--- src/rtl/ifu_fetch_if.sv ---
// ifu_fetch_if: fetch-stage bus bundle (AXI4-Lite AR channel, R-channel snoop, decode hand-off, redirect).
interface ifu_fetch_if;
    logic        redirect_valid_i;
    logic [31:0] redirect_pc_i;
    logic [31:0] araddr_o;
    logic        arvalid_o;
    logic        arready_i;
    logic [2:0]  arsize_o;
    logic        rvalid_i;
    logic        rready_i;
    logic [63:0] ifu_bdu_bus_o;
    logic        valid_o;
    logic        busy_o;
    logic        timeout_o;
    logic        misalign_o;
    logic [31:0] fetch_cnt_o;
    modport master (
        input  redirect_valid_i, redirect_pc_i, arready_i, rvalid_i, rready_i,
        output araddr_o, arvalid_o, arsize_o, ifu_bdu_bus_o, valid_o, busy_o,
               timeout_o, misalign_o, fetch_cnt_o
    );
    modport slave (
        output redirect_valid_i, redirect_pc_i, arready_i, rvalid_i, rready_i,
        input  araddr_o, arvalid_o, arsize_o, ifu_bdu_bus_o, valid_o, busy_o,
               timeout_o, misalign_o, fetch_cnt_o
    );
endinterface

--- src/rtl/ifu_fetch.sv ---
// ifu_fetch: instruction fetch stage; owns the pc, issues one AR request per instruction,
// hands {pc, snpc} to decode and waits for the writeback redirect.
module ifu_fetch #(
    parameter logic [31:0] RESET_PC = 32'h3000_0000,
    parameter int          TIMEOUT  = 255
) (
    input logic        clock,
    input logic        reset,
    ifu_fetch_if.master bus
);
    localparam logic [7:0] HANG_MAX = 8'(TIMEOUT - 1);
    typedef enum logic [2:0] {BOOT, ADDR, DATA, EXEC, HALT} state_t;
    state_t      state;
    logic [31:0] pc;
    logic [31:0] fetch_cnt;
    logic [7:0]  hang;
    logic        valid;
    logic        timeout;
    logic        misalign;
    logic        r_hs;
    logic        waiting;
    assign r_hs    = bus.rvalid_i & bus.rready_i;
    assign waiting = (state == ADDR && !bus.arready_i) || (state == DATA && !r_hs);
    // Every entry into ADDR/DATA comes from a non-waiting cycle, so the counter restarts at zero.
    always_ff @(posedge clock) begin
        if (!reset) begin
            state     <= BOOT;
            pc        <= RESET_PC;
            fetch_cnt <= 32'd0;
            hang      <= 8'd0;
            valid     <= 1'b0;
            timeout   <= 1'b0;
            misalign  <= 1'b0;
        end else begin
            valid <= state == ADDR && bus.arready_i;
            hang  <= waiting ? hang + 8'd1 : 8'd0;
            case (state)
                BOOT: state <= ADDR;
                ADDR: if (bus.arready_i) state <= DATA;
                      else if (hang == HANG_MAX) begin
                          timeout <= 1'b1;
                          state   <= HALT;
                      end
                DATA: if (r_hs) begin
                          state     <= EXEC;
                          fetch_cnt <= fetch_cnt + 32'd1;
                      end else if (hang == HANG_MAX) begin
                          timeout <= 1'b1;
                          state   <= HALT;
                      end
                EXEC: if (bus.redirect_valid_i) begin
                          if (bus.redirect_pc_i[1:0] == 2'b00) begin
                              pc    <= bus.redirect_pc_i;
                              state <= ADDR;
                          end else begin
                              misalign <= 1'b1;
                              state    <= HALT;
                          end
                      end
                default: state <= state;
            endcase
        end
    end
    assign bus.araddr_o      = pc;
    assign bus.arvalid_o     = state == ADDR;
    assign bus.arsize_o      = 3'b010;
    assign bus.ifu_bdu_bus_o = {pc, pc + 32'd4};
    assign bus.valid_o       = valid;
    assign bus.busy_o        = state == ADDR || state == DATA || state == EXEC;
    assign bus.timeout_o     = timeout;
    assign bus.misalign_o    = misalign;
    assign bus.fetch_cnt_o   = fetch_cnt;
endmodule

--- src/flat_wrapper.sv ---
// flat-port wrapper written by rule: the top's interface ports become plain ports
module ifu_fetch_flat 
#(
    parameter logic [31:0] RESET_PC = 32'h3000_0000,
    parameter int          TIMEOUT  = 255
)
  (clock, reset, bus_redirect_valid_i, bus_redirect_pc_i, bus_arready_i, bus_rvalid_i, bus_rready_i, bus_araddr_o, bus_arvalid_o, bus_arsize_o, bus_ifu_bdu_bus_o, bus_valid_o, bus_busy_o, bus_timeout_o, bus_misalign_o, bus_fetch_cnt_o);
  ifu_fetch_if bus_i ();
  input logic clock;
  input logic reset;
  input wire logic [$bits(bus_i.redirect_valid_i)-1:0] bus_redirect_valid_i;
  input wire logic [$bits(bus_i.redirect_pc_i)-1:0] bus_redirect_pc_i;
  input wire logic [$bits(bus_i.arready_i)-1:0] bus_arready_i;
  input wire logic [$bits(bus_i.rvalid_i)-1:0] bus_rvalid_i;
  input wire logic [$bits(bus_i.rready_i)-1:0] bus_rready_i;
  output wire logic [$bits(bus_i.araddr_o)-1:0] bus_araddr_o;
  output wire logic [$bits(bus_i.arvalid_o)-1:0] bus_arvalid_o;
  output wire logic [$bits(bus_i.arsize_o)-1:0] bus_arsize_o;
  output wire logic [$bits(bus_i.ifu_bdu_bus_o)-1:0] bus_ifu_bdu_bus_o;
  output wire logic [$bits(bus_i.valid_o)-1:0] bus_valid_o;
  output wire logic [$bits(bus_i.busy_o)-1:0] bus_busy_o;
  output wire logic [$bits(bus_i.timeout_o)-1:0] bus_timeout_o;
  output wire logic [$bits(bus_i.misalign_o)-1:0] bus_misalign_o;
  output wire logic [$bits(bus_i.fetch_cnt_o)-1:0] bus_fetch_cnt_o;
  assign bus_i.redirect_valid_i = bus_redirect_valid_i;
  assign bus_i.redirect_pc_i = bus_redirect_pc_i;
  assign bus_i.arready_i = bus_arready_i;
  assign bus_i.rvalid_i = bus_rvalid_i;
  assign bus_i.rready_i = bus_rready_i;
  assign bus_araddr_o = bus_i.araddr_o;
  assign bus_arvalid_o = bus_i.arvalid_o;
  assign bus_arsize_o = bus_i.arsize_o;
  assign bus_ifu_bdu_bus_o = bus_i.ifu_bdu_bus_o;
  assign bus_valid_o = bus_i.valid_o;
  assign bus_busy_o = bus_i.busy_o;
  assign bus_timeout_o = bus_i.timeout_o;
  assign bus_misalign_o = bus_i.misalign_o;
  assign bus_fetch_cnt_o = bus_i.fetch_cnt_o;
  ifu_fetch #(.RESET_PC(RESET_PC), .TIMEOUT(TIMEOUT)) u_core (.clock(clock), .reset(reset), .bus(bus_i));
endmodule
--- config.mk ---
export PLATFORM = sky130hd
export DESIGN_NAME = ifu_fetch_flat
export DESIGN_NICKNAME = d
export VERILOG_FILES = /design/src/rtl/ifu_fetch_if.sv /design/src/rtl/ifu_fetch.sv /design/src/flat_wrapper.sv
export SDC_FILE = /design/constraint.sdc
export NUM_CORES = 1
export LEC_CHECK = 0
export CAP_MARGIN = 30
export CORE_UTILIZATION = 43
export DETAILED_ROUTE_END_ITERATION = 10
export HOLD_SLACK_MARGIN = 0.03
export PLACE_DENSITY = 0.78
export SETUP_SLACK_MARGIN = 0.3
export SYNTH_ARGS = -nofsm -noshare
export SYNTH_HDL_FRONTEND = slang
export SYNTH_SLANG_ARGS = --single-unit
--- constraint.sdc ---
create_clock -name clock -period 3.7 [get_ports clock]
set_clock_uncertainty 0.05 [all_clocks]
set_input_delay 1.11 -clock clock [delete_from_list [all_inputs] [get_ports clock]]
set_output_delay 1.11 -clock clock [all_outputs]
set_load 0.02 [all_outputs]
---- Word-level counts from Yosys, hierarchy flattened ----
Cells that the tools add are included.
operators by class
  mux-type cells .......................... 10
  $add $sub $neg .......................... 3
  reduce and logical (&&, ||, !) cells .... 18
  equality and inequality tests ........... 7
  bitwise operators ....................... 2
operators by type and width
  cell                                                              count
  32-bit by 1-bit adder with 32-bit output (second input constant)  1
  32-bit by 3-bit adder with 32-bit output (second input constant)  1
  3-bit two-way mux                                                 5
  3-bit case mux with 4 select lines                                1
  3-bit AND reduction                                               3
  8-bit by 1-bit adder with 8-bit output (second input constant)    1
  8-bit == test (second input constant)                             1
  3-bit by 2-bit == test with 1-bit output (second input constant)  2
  2-bit inequality test (second input constant)                     3
  2-bit AND reduction                                               3
  4-bit nonzero test                                                1
  3-bit by 1-bit == test with 1-bit output (second input constant)  1
  1-bit logical AND                                                 3
  3-bit logical NOT                                                 1
  1-bit logical OR                                                  3
  1-bit two-way mux                                                 3
  1-bit logical NOT                                                 2
  2-bit logical NOT                                                 1
  1-bit case mux with 2 select lines                                1
  2-bit nonzero test                                                1
  1-bit AND                                                         1
  1-bit NOT                                                         1
word-level totals
  flip-flop bits (word level) ............. 78
  logic and storage cells ................. 47
  input bits .............................. 38
  output and inout port bits .............. 136

---- Longest topological paths before layout ----
  word-level depth ........................ 5
  gate-level depth with buffers ........... 7
  mapped depth without buffers ............ 6

---- Least setup slack after synthesis ----
No wires, ideal clock.
  path type ............................... reg-to-output
  start ................................... register u_core.pc[2], in the netlist u_core.bus.araddr_o[2]
  end ..................................... output bus_ifu_bdu_bus_o[30]
  required time ........................... 2.540 ns
  buffers on the path ..................... 0
  stages on the path, launching flop included .. 6
  path slack .............................. 0.340 ns
  arrival time ............................ 2.200 ns
  cells stage by stage .................... dfxtp_1 ha_1 nand4_1 or4_1 nor4_1 xor2_1
on the way
  cells in the longest elaborated chain, start to end .. 1
ends and longest elaborated chain
  item                                      RTL line            source
  start, declared                           ifu_fetch.sv:14     logic [31:0] pc;
  start signal, assigned                    ifu_fetch.sv:53     pc <= bus.redirect_pc_i;
  32-bit by 3-bit adder with 32-bit output  ifu_fetch.sv:67     assign bus.ifu_bdu_bus_o = {pc, pc + 32'd4};
  end, declared                             flat_wrapper.sv:19  output wire logic [$bits(bus_i.ifu_bdu_bus_o)-1:0] bus_ifu_bdu_bus_o;
Every way passes these cells.

---- Worst setup path in the final report ----
  start ................................... register u_core.pc[2], in the netlist u_core.bus.araddr_o[2]
  end ..................................... output bus_ifu_bdu_bus_o[24]
Same word-level chain as after synthesis.

==> out/qor.yml <==
yosysTopAreaCell: "dfxtp_1"
drt-initial-drc-count: 130
dp_slack_ps: 67.7
setup_slack_ps: 299
ff2ff_path_depth: 4
slowest_stage: "or4_4"
pwr_density_cell_nw_per_um2: 271
htreeDepth: 3
final_core_util_pct: 65.6
die-area_um2: 10200
yosys_warnings: 0
nNetsFinal: 722
finalCriticalPeriod_ps: 3400
drv_slew: 0
synth_edf_count: 0
synth.distinct_cells: 51
clk_pin_slew_ps: 80
maxCapViolCount: 0
routedWlPerCell_um: 14.9
grtUsageTotal_pct: 24.0
grt_first_pass_wirelength_um: 19400
hold_start: "u_core.hang[0]"
grt.overflow.total: 0
leakagePower_nw: 2.24
fp-row-count: 35
path_buf_inv: 2
fillers: 864
critPathTopFamily: "simple AND/OR/NAND/NOR gates"
max_stage_delay_ps: 500
worstReg2RegEnd: "u_core.bus.fetch_cnt_o[15]"
crit_fanout: 4
period_share_pct: 91.9
postRouteAntennaNets: 0
worst_slew_margin_rel_pct: 57.4
netlist_area_um2: 4220
ys_ff_latch: 78
hp-class: "flop to flop"
dp.cells: 798
grt_max_degree: 33
netlist_top_cells_count: "85 x nand2_1, 78 x dfxtp_1, 49 x a21oi_1, 37 x buf_4, 34 x nor2_1"
grt_pass1_vias: 3967
cp-startpoint: "u_core.bus.araddr_o[2]"
die_w_um: 101
start_util_pct: 45.0
rr_startpoint: "u_core.bus.fetch_cnt_o[3]"
grt_setup_unrepaired: "yes"
synth.most_common_cell: "nand2_1"
fin_cells: 813
cp-endpoint: "bus_ifu_bdu_bus_o[24]"
drt-vias-per-instance: 5.32
rrSetupSlack_ps: 1320
outcome: "completed"
synth_top_area_share_pct: 37.0
io_pins: 174
hold_violations: 0
drive_gt1_share_pct: 12.6
n_antenna_cell: 0
vias: 4324
arrival_ps: 2240
clock-root-buffer: "clkbuf_8"
syn2layout_area_growth_pct: 45.9
synth_flop_cell: "dfxtp_1"
max_freq_mhz: 294
clock-sinks: 78
seq_area_frac_synth_pct: 37.0
tightest_slew_ps: 637
netlist_instances: 531
coreArea_um2: 9370
cts-hold-fix-buffers: 0
finalSetupViolations: 0
critPathKind: "flop to output port"
dr.pass1.iters: 4
cts_inserted_buffers: 9
peakVddDrop_uv: 197
drt-total-wl_um: 12100
cts_tree: "yes"
synth_area_leaders: "dfxtp_1 37%, nand2_1 7.6%, buf_4 6.6%"
syn_avg_cell_area_um2: 7.94
insertion_delay_ps: 340
cp-end-kind: "output port"
ff_latch_area_um2: 1560
multiInputGateArea_um2: 2280
finalSetupTns_ps: 0
crit_chain: "ha_1, nand4_1, or4_4, buf_4, nor3_1, xor2_1, clkbuf_2"
ys_async_sr_fraction_pct: 0
cts_max_path_buffers: 2
remaining_drc_errors: 0
numPortBuffers: 170
crit_required_ps: 2540
antenna_found_initial: 0
post_cts_buffers: 0
globalplace.congestion: 0.900
startpoint_type: "flop"
die_h_um: 101
dp_hpwl_um: 9190
cp.depth: 7
-- worst min-delay path by stage --
stage,to,cells after the start
global route,u_core.bus.misalign_o,2
global placement,u_core.hang[0],1
floorplan,u_core.hang[0],1
detailed placement,u_core.bus.misalign_o,2
CTS,u_core.bus.fetch_cnt_o[31],2
finish,u_core.hang[0],1
-- layout by cell type (no fill, tap or decap), types with 6 or more instances in the layout --
| cell | synthesis | layout |
|---|---|---|
| clkdlybuf4s50_1 | 0 | 148 |
| nand2_1 | 85 | 85 |
| dfxtp_1 | 78 | 78 |
| a21oi_1 | 49 | 49 |
| nor2_1 | 34 | 34 |
| buf_4 | 37 | 33 |
| nand3_1 | 28 | 28 |
| xor2_1 | 21 | 21 |
| xnor2_1 | 21 | 21 |
| nand4_1 | 18 | 18 |
| or4_1 | 15 | 14 |
| o31ai_1 | 14 | 14 |
| inv_1 | 12 | 12 |
| clkbuf_8 | 2 | 12 |
| and4_1 | 8 | 7 |
| nor3_2 | 0 | 7 |
| and3_1 | 7 | 7 |
| clkbuf_2 | 1 | 7 |
| nor3_1 | 13 | 6 |
| o21ai_0 | 6 | 6 |
-- layer usage --
metal  part of all wire [%]  vias up  global-route usage, %
met3                    6.4       21                   4.51
met1                     41     2025                   27.9
met5                      0        -                      0
li1                       -     2123                      -
met2                     51      155                   43.5
met4                    2.0        0                   8.92
-- registers in the layout, indices dropped and copies added, names as in the netlist --
name and flops:
u_core.bus.fetch_cnt_o 32, u_core.bus.misalign_o 1, u_core.state 3, u_core.hang 8
u_core.bus.timeout_o 1, u_core.bus.valid_o 1, u_core.bus.araddr_o 32
-- repair_timing --
item | in CTS | in global routing
setup endpoints to repair | 20 | 19
pin swaps | 1 | 0
gates resized for setup | 50 | 29
cloned | 0 | 0
-- cells by family after synthesis --
group                      synth area share, %
AOI/OAI and AO/OA                         10.7
xor gates and xnor gates                  8.73
adders and majority gates                 1.19
buffers and inverters                     10.7
DFF                                       37.0
muxes                                    0.950
other                                    0.178
and+or+nand+nor                           30.4
-- layout make-up --
class	instances	share of cell area, %
multi-input combinational	378	37.1
timing repair buffer	200	30.7
sequential	78	25.4
clock buffer	12	2.69
tap	129	2.62
inverter	13	0.793
clock inverter	3	0.692
-- where the power goes --
group / internal (mW) / total, mW / switching (mW)
Sequential: 0.847 / 0.861 / 0.0144
Combinational: 0.0770 / 0.147 / 0.0705
Clock: 0.362 / 0.659 / 0.296
Total: 1.29 / 1.67 / 0.381
-- stage by stage --
step	cell area [um^2]	total power, mW	hold slack, ps
after floorplan	4220	0.952	391
after global placement	5900	1.03	409
after detailed placement	5930	1.03	427
after CTS	6130	1.68	440
after global routing	6150	1.73	468
final	6150	1.67	440
Note: power is estimated with default switching activity, not from simulation.
